--- src/rtl/scratchmem_arbiter.sv ---
// Round-robin arbiter sharing one scratch memory port among NREQ Wishbone-classic requesters.
// Memory bus is registered one cycle after a request; requesters stall by holding stb until ack/err.
module scratchmem_arbiter #(
  parameter int NREQ    = 2,
  parameter int TIMEOUT = 31
) (
  input  logic                 clk_i,
  input  logic                 rst_i,
  input  logic [NREQ-1:0]      req_cyc_i,
  input  logic [NREQ-1:0]      req_stb_i,
  input  logic [NREQ-1:0]      req_we_i,
  input  logic [4*NREQ-1:0]    req_sel_i,
  input  logic [32*NREQ-1:0]   req_adr_i,
  input  logic [32*NREQ-1:0]   req_dat_i,
  output logic [NREQ-1:0]      req_ack_o,
  output logic [NREQ-1:0]      req_err_o,
  output logic [31:0]          req_dat_o,
  output logic [NREQ-1:0]      grant_o,
  output logic                 mem_cs_o,
  output logic                 mem_cyc_o,
  output logic                 mem_stb_o,
  output logic                 mem_we_o,
  output logic [3:0]           mem_sel_o,
  output logic [31:0]          mem_adr_o,
  output logic [31:0]          mem_dat_o,
  input  logic                 mem_ack_i,
  input  logic [31:0]          mem_dat_i
);

  localparam int IW = (NREQ > 2) ? 2 : 1;
  localparam logic [7:0] TMO_LAST = 8'(TIMEOUT - 1);

  typedef enum logic [1:0] {IDLE, BUSY, DONE} state_t;

  state_t            state, state_nxt;
  logic [IW-1:0]     last_grant, last_nxt;
  logic [IW-1:0]     gidx, gidx_nxt;
  logic [IW-1:0]     win;
  logic [NREQ-1:0]   reqs;
  logic [NREQ-1:0]   grant_nxt, ack_nxt, err_nxt;
  logic              strb, strb_nxt;
  logic              we_nxt;
  logic [3:0]        sel_nxt;
  logic [31:0]       adr_nxt, wdat_nxt, rdat_nxt;
  logic [7:0]        tmo_cnt, tmo_nxt;

  // First requester found searching upward from the one after the last grant.
  function automatic logic [IW-1:0] rr_pick(input logic [NREQ-1:0] r, input logic [IW-1:0] last);
    logic [IW-1:0] pick;
    logic          found;
    int            idx;
    pick  = '0;
    found = 1'b0;
    for (int i = 1; i <= NREQ; i++) begin
      idx = (int'(last) + i) % NREQ;
      if (!found && r[idx]) begin
        found = 1'b1;
        pick  = IW'(idx);
      end
    end
    return pick;
  endfunction

  assign reqs = req_cyc_i & req_stb_i;
  assign win  = rr_pick(reqs, last_grant);

  always_comb begin
    state_nxt = state;
    last_nxt  = last_grant;
    gidx_nxt  = gidx;
    grant_nxt = grant_o;
    strb_nxt  = strb;
    we_nxt    = mem_we_o;
    sel_nxt   = mem_sel_o;
    adr_nxt   = mem_adr_o;
    wdat_nxt  = mem_dat_o;
    rdat_nxt  = req_dat_o;
    tmo_nxt   = tmo_cnt;
    ack_nxt   = '0;
    err_nxt   = '0;
    case (state)
      IDLE: begin
        if (|reqs) begin
          state_nxt      = BUSY;
          last_nxt       = win;
          gidx_nxt       = win;
          grant_nxt      = '0;
          grant_nxt[win] = 1'b1;
          strb_nxt       = 1'b1;
          we_nxt         = req_we_i[win];
          sel_nxt        = req_sel_i[4*win +: 4];
          adr_nxt        = req_adr_i[32*win +: 32];
          wdat_nxt       = req_dat_i[32*win +: 32];
          tmo_nxt        = '0;
        end
      end
      BUSY: begin
        if (tmo_cnt != 8'hFF) tmo_nxt = tmo_cnt + 8'd1;
        // Ack beats timeout, timeout beats abort.
        if (mem_ack_i) begin
          ack_nxt[gidx] = 1'b1;
          rdat_nxt      = mem_dat_i;
          strb_nxt      = 1'b0;
          state_nxt     = DONE;
        end else if (tmo_cnt == TMO_LAST) begin
          err_nxt[gidx] = 1'b1;
          rdat_nxt      = '0;
          strb_nxt      = 1'b0;
          state_nxt     = DONE;
        end else if (!req_cyc_i[gidx]) begin
          strb_nxt  = 1'b0;
          grant_nxt = '0;
          state_nxt = IDLE;
        end
      end
      DONE: begin
        strb_nxt  = 1'b0;
        grant_nxt = '0;
        state_nxt = IDLE;
      end
      default: begin
        strb_nxt  = 1'b0;
        grant_nxt = '0;
        state_nxt = IDLE;
      end
    endcase
  end

  always_ff @(posedge clk_i or posedge rst_i) begin
    if (rst_i) begin
      state      <= IDLE;
      last_grant <= IW'(NREQ - 1);
      gidx       <= '0;
      grant_o    <= '0;
      strb       <= 1'b0;
      mem_we_o   <= 1'b0;
      mem_sel_o  <= '0;
      mem_adr_o  <= '0;
      mem_dat_o  <= '0;
      req_dat_o  <= '0;
      tmo_cnt    <= '0;
      req_ack_o  <= '0;
      req_err_o  <= '0;
    end else begin
      state      <= state_nxt;
      last_grant <= last_nxt;
      gidx       <= gidx_nxt;
      grant_o    <= grant_nxt;
      strb       <= strb_nxt;
      mem_we_o   <= we_nxt;
      mem_sel_o  <= sel_nxt;
      mem_adr_o  <= adr_nxt;
      mem_dat_o  <= wdat_nxt;
      req_dat_o  <= rdat_nxt;
      tmo_cnt    <= tmo_nxt;
      req_ack_o  <= ack_nxt;
      req_err_o  <= err_nxt;
    end
  end

  assign mem_cs_o  = strb;
  assign mem_cyc_o = strb;
  assign mem_stb_o = strb;

endmodule

--- config.mk ---
export PLATFORM = sky130hd
export DESIGN_NAME = scratchmem_arbiter
export DESIGN_NICKNAME = d
export VERILOG_FILES = /design/src/rtl/scratchmem_arbiter.sv
export SDC_FILE = /design/constraint.sdc
export NUM_CORES = 1
export LEC_CHECK = 0
export CAP_MARGIN = 30
export CELL_PAD_IN_SITES_DETAIL_PLACEMENT = 0
export CELL_PAD_IN_SITES_GLOBAL_PLACEMENT = 2
export CORE_MARGIN = 2
export CORE_UTILIZATION = 25
export CTS_CLUSTER_DIAMETER = 80
export DETAILED_ROUTE_END_ITERATION = 7
export PLACE_DENSITY = 0.91
export SETUP_SLACK_MARGIN = 0.3
export SYNTH_ARGS = -nofsm -noshare
export SYNTH_HDL_FRONTEND = slang
export SYNTH_SLANG_ARGS = --single-unit
--- constraint.sdc ---
create_clock -name clk_i -period 4.8 [get_ports clk_i]
set_input_delay 0.96 -clock clk_i [delete_from_list [all_inputs] [get_ports clk_i]]
set_output_delay 0.96 -clock clk_i [all_outputs]
set_load 0.02 [all_outputs]
==> flow_metrics.env <==
export IMPL_critPathMaxFanout=13
export IMPL_reg2reg_depth=4
export IMPL_fin_crit_ps=2680
export IMPL_tritoncts="built"
export IMPL_synth_simple_gate_area_share_pct=4.09
export IMPL_yosys_register_bits=119
export IMPL_power_density_nw_per_um2=552
export IMPL_path_depth=1
export IMPL_setup_viol=0
export IMPL_max_clock_path_buffers=2
export IMPL_cts_root_buf="clkbuf_16"
export IMPL_switching_share_pct=34.6
export IMPL_areaGrowthSynthToFinish_pct=60.6
export IMPL_synthesis_area_um2=6200
export IMPL_crit_slowest_cell="clkdlybuf4s50_1"
export IMPL_maxSlewHeadroom_pct=34.1
export IMPL_crit_start="state[0]"
export IMPL_dieHeight_um=162
export IMPL_synth_compound_area_share_pct=40.7
export IMPL_yosysSeqAreaShare_pct=48.0
export IMPL_path_clk_slew_ps=60
export IMPL_synth_top_area_cell="dfrtp_1"
export IMPL_cts_resized=0
export IMPL_synth_top_family_by_area="compound AO/OA/AOI/OAI gates"
export IMPL_internal_power_mw=3.60
export IMPL_dp_hpwl_um=14500
export IMPL_seq_power_share_pct=30.1
export IMPL_ant_nets=0
export IMPL_drc_errors=0
export IMPL_yosysWarnings=0
export IMPL_switchingPower_mw=1.90
export IMPL_synth_cell_type_count=48
export IMPL_wl_met1_um=9470
export IMPL_wirelength_um=22100
export IMPL_cp_arrival_ps=1720
export IMPL_drtIter0Drc=375
export IMPL_drive_gt1_share_pct=13.2
export IMPL_run_status="completed"
export IMPL_leakagePower_nw=3.77
export IMPL_grt_pass1_vias=5959
export IMPL_worstReg2RegStart="state[0]"
export IMPL_vdd_drop_max_mv=0.238
export IMPL_io_pins=287
export IMPL_cts_buffers=17
export IMPL_critical_path_endpoint="mem_cs_o"
export IMPL_slew_violations=0
export IMPL_synth_main_ff_cell="dfrtp_1"
export IMPL_fin_nets=961
export IMPL_clkPwrFrac_pct=26.0
export IMPL_ctsHoldBuffers=0
export IMPL_track_usage_pct=16.7
export IMPL_hold_violations=0
export IMPL_path_buf_inv=1
export IMPL_fmax_mhz=373
export IMPL_synthTopCellsByArea="dfrtp_1, a2bb2oi_1, a311oi_1"
export IMPL_cpLargestDelayFamily="buffers and inverters"
export IMPL_diodes=0
export IMPL_gp_congestion=0.731
export IMPL_routed_wl_met3_um=2020
export IMPL_crit_type="reg2out"
export IMPL_cts_setup_buffers=0
export IMPL_synthAdderAreaFrac_pct=0.403
export IMPL_mostFrequentLayoutCells="clkdlybuf4s50_1, dfrtp_1, o21ai_0"
export IMPL_dr_pass1_iters=5
export IMPL_async_flop_share_pct=100
export IMPL_grt_max_degree=76
export IMPL_worst_setup_path_end_kind="output pin"
export IMPL_crit_chain="clkdlybuf4s50_1"
export IMPL_fin_skew_ps=13.2
export IMPL_tightest_slew_ps=988
export IMPL_comb_power_share_pct=43.9
export IMPL_whs_path_depth=1
export IMPL_worstSkewPairLatency_ps=420
export IMPL_synth_top_area_share_pct=47.6
export IMPL_portBuffers=286
export IMPL_grt_pass1_wl_um=34300
export IMPL_r2r_end="mem_adr_o[7]"
export IMPL_die_w_um=162
export IMPL_required_ps=3840
export IMPL_avgViaCountPerCell=5.13
export IMPL_rrSetupSlack_ps=2660
export IMPL_setup_tns_ps=0
export IMPL_overflow=0
export IMPL_syn_inst=532
export IMPL_synth_edf_count=0
export IMPL_highest_signal_layer="met5"
export IMPL_period_share_pct=55.8
export IMPL_route_vias_total=5745
export IMPL_synthMuxAreaShare_pct=0.504
export IMPL_layout_commonest_cell="clkdlybuf4s50_1"
export IMPL_synth_xor_area_share_pct=0
export IMPL_h_tree_depth=4
export IMPL_hold_path_class="reg2reg"
export IMPL_total_power_mw=5.50
export IMPL_maxCapViolCount=0
export IMPL_max_stage_delay_ps=690
export IMPL_syn_nets=711
export IMPL_rows=57
export IMPL_cts_sinks=119
export IMPL_antenna_found_initial=1
export IMPL_initial_utilization_pct=25.5
export IMPL_wl_met2_um=10300
export IMPL_crit_path_start_kind="flop"
export IMPL_wl_per_cell_um=19.8
export IMPL_die_area_um2=26100
export IMPL_synth_avg_cell_area_um2=11.7
export IMPL_rsz0062_at_grt="false"
export IMPL_core_area_um2=24300
==> metrics by stage <==
step | cells | util, % | hold slack (ps) | area, um^2 | setup WS, ps
2_1_floorplan | 532 | - | 453 | 6200 | 684
3_3_place_gp | 1083 | 37.9 | 481 | 9230 | 1580
3_5_place_dp | 1085 | 38.1 | 490 | 9270 | 1790
4_1_cts | 1117 | 40.8 | 503 | 9910 | 2110
5_1_grt | 1119 | 41.0 | 520 | 9970 | 2060
6_report | 1119 | 41.0 | 499 | 9970 | 2120
==> final cells by class <==
cell class | count | area (um^2)
multi-input cells | 338 | 2850
clock buffers | 20 | 447
fillers | 2356 | 14400
flip-flops and latches | 119 | 2980
well taps | 324 | 405
clock inverters | 12 | 199
inverters | 6 | 25.0
repair buffers | 300 | 3060
==> state kept, by name (all words and copies together), names as in the netlist <==
signal / cells
mem_adr_o: 32
mem_dat_o: 32
req_dat_o: 32
tmo_cnt: 8
mem_sel_o: 4
grant_o: 2
req_ack_o: 2
req_err_o: 2
state: 2
gidx: 1
last_grant: 1
mem_we_o: 1
==> worst min path at each step <==
stage / startpoint / to / slack, ps
2_1_floorplan: gidx / req_err_o[0] / 450
3_3_place_gp: req_dat_o[17] / req_dat_o[17] / 480
3_5_place_dp: req_dat_o[1] / req_dat_o[1] / 490
4_1_cts: req_dat_o[7] / req_dat_o[7] / 500
5_1_grt: req_dat_o[8] / req_dat_o[8] / 520
6_report: req_dat_o[15] / req_dat_o[15] / 500
==> cells by family after synthesis <==
kind of cell,count (synthesis)
AO/OA/AOI/OAI,293
adder cells (fa/ha/maj),2
buffers and inverters,75
flip-flops,119
multiplexers,3
AND/OR/NAND/NOR,40
==> power by group through the flow <==
stage          clock, mW  sequential, mW  combinational [mW]
2_1_floorplan          0            2.07               0.923
4_1_cts             1.47            1.66                2.42
3_3_place_gp           0            1.66                2.39
3_5_place_dp           0            1.66                2.42
5_1_grt             1.52            1.71                2.56
6_report            1.43            1.65                2.42
==> per-layer routing <==
layer / vias up / track usage [%]
met4: 2 / 4.42
met1: 2851 / 21.5
met5: - / 0
li1: 2633 / -
met2: 238 / 26.3
met3: 21 / 6.52
==> synth_stat cells, types with 2 or more instances <==
cell type  count
dfrtp_1      118
o21ai_0       73
a2bb2oi_1     47
a311oi_1      44
a21o_1        33
clkbuf_1      33
a22o_1        32
a311oi_2      25
a2bb2oi_2     22
buf_2         22
buf_6          9
nor3_1         7
inv_1          6
and3_1         4
buf_4          4
a211oi_1       3
a21oi_1        3
nand2_1        3
nand2b_1       3
nor2_1         3
nor2b_1        3
a41oi_1        2
ha_1           2
mux2i_1        2
nand3_1        2
nand4b_1       2
nor4_1         2
o22ai_1        2
o2bb2ai_1      2
No activity file was read; power rests on OpenSTA's default activity.
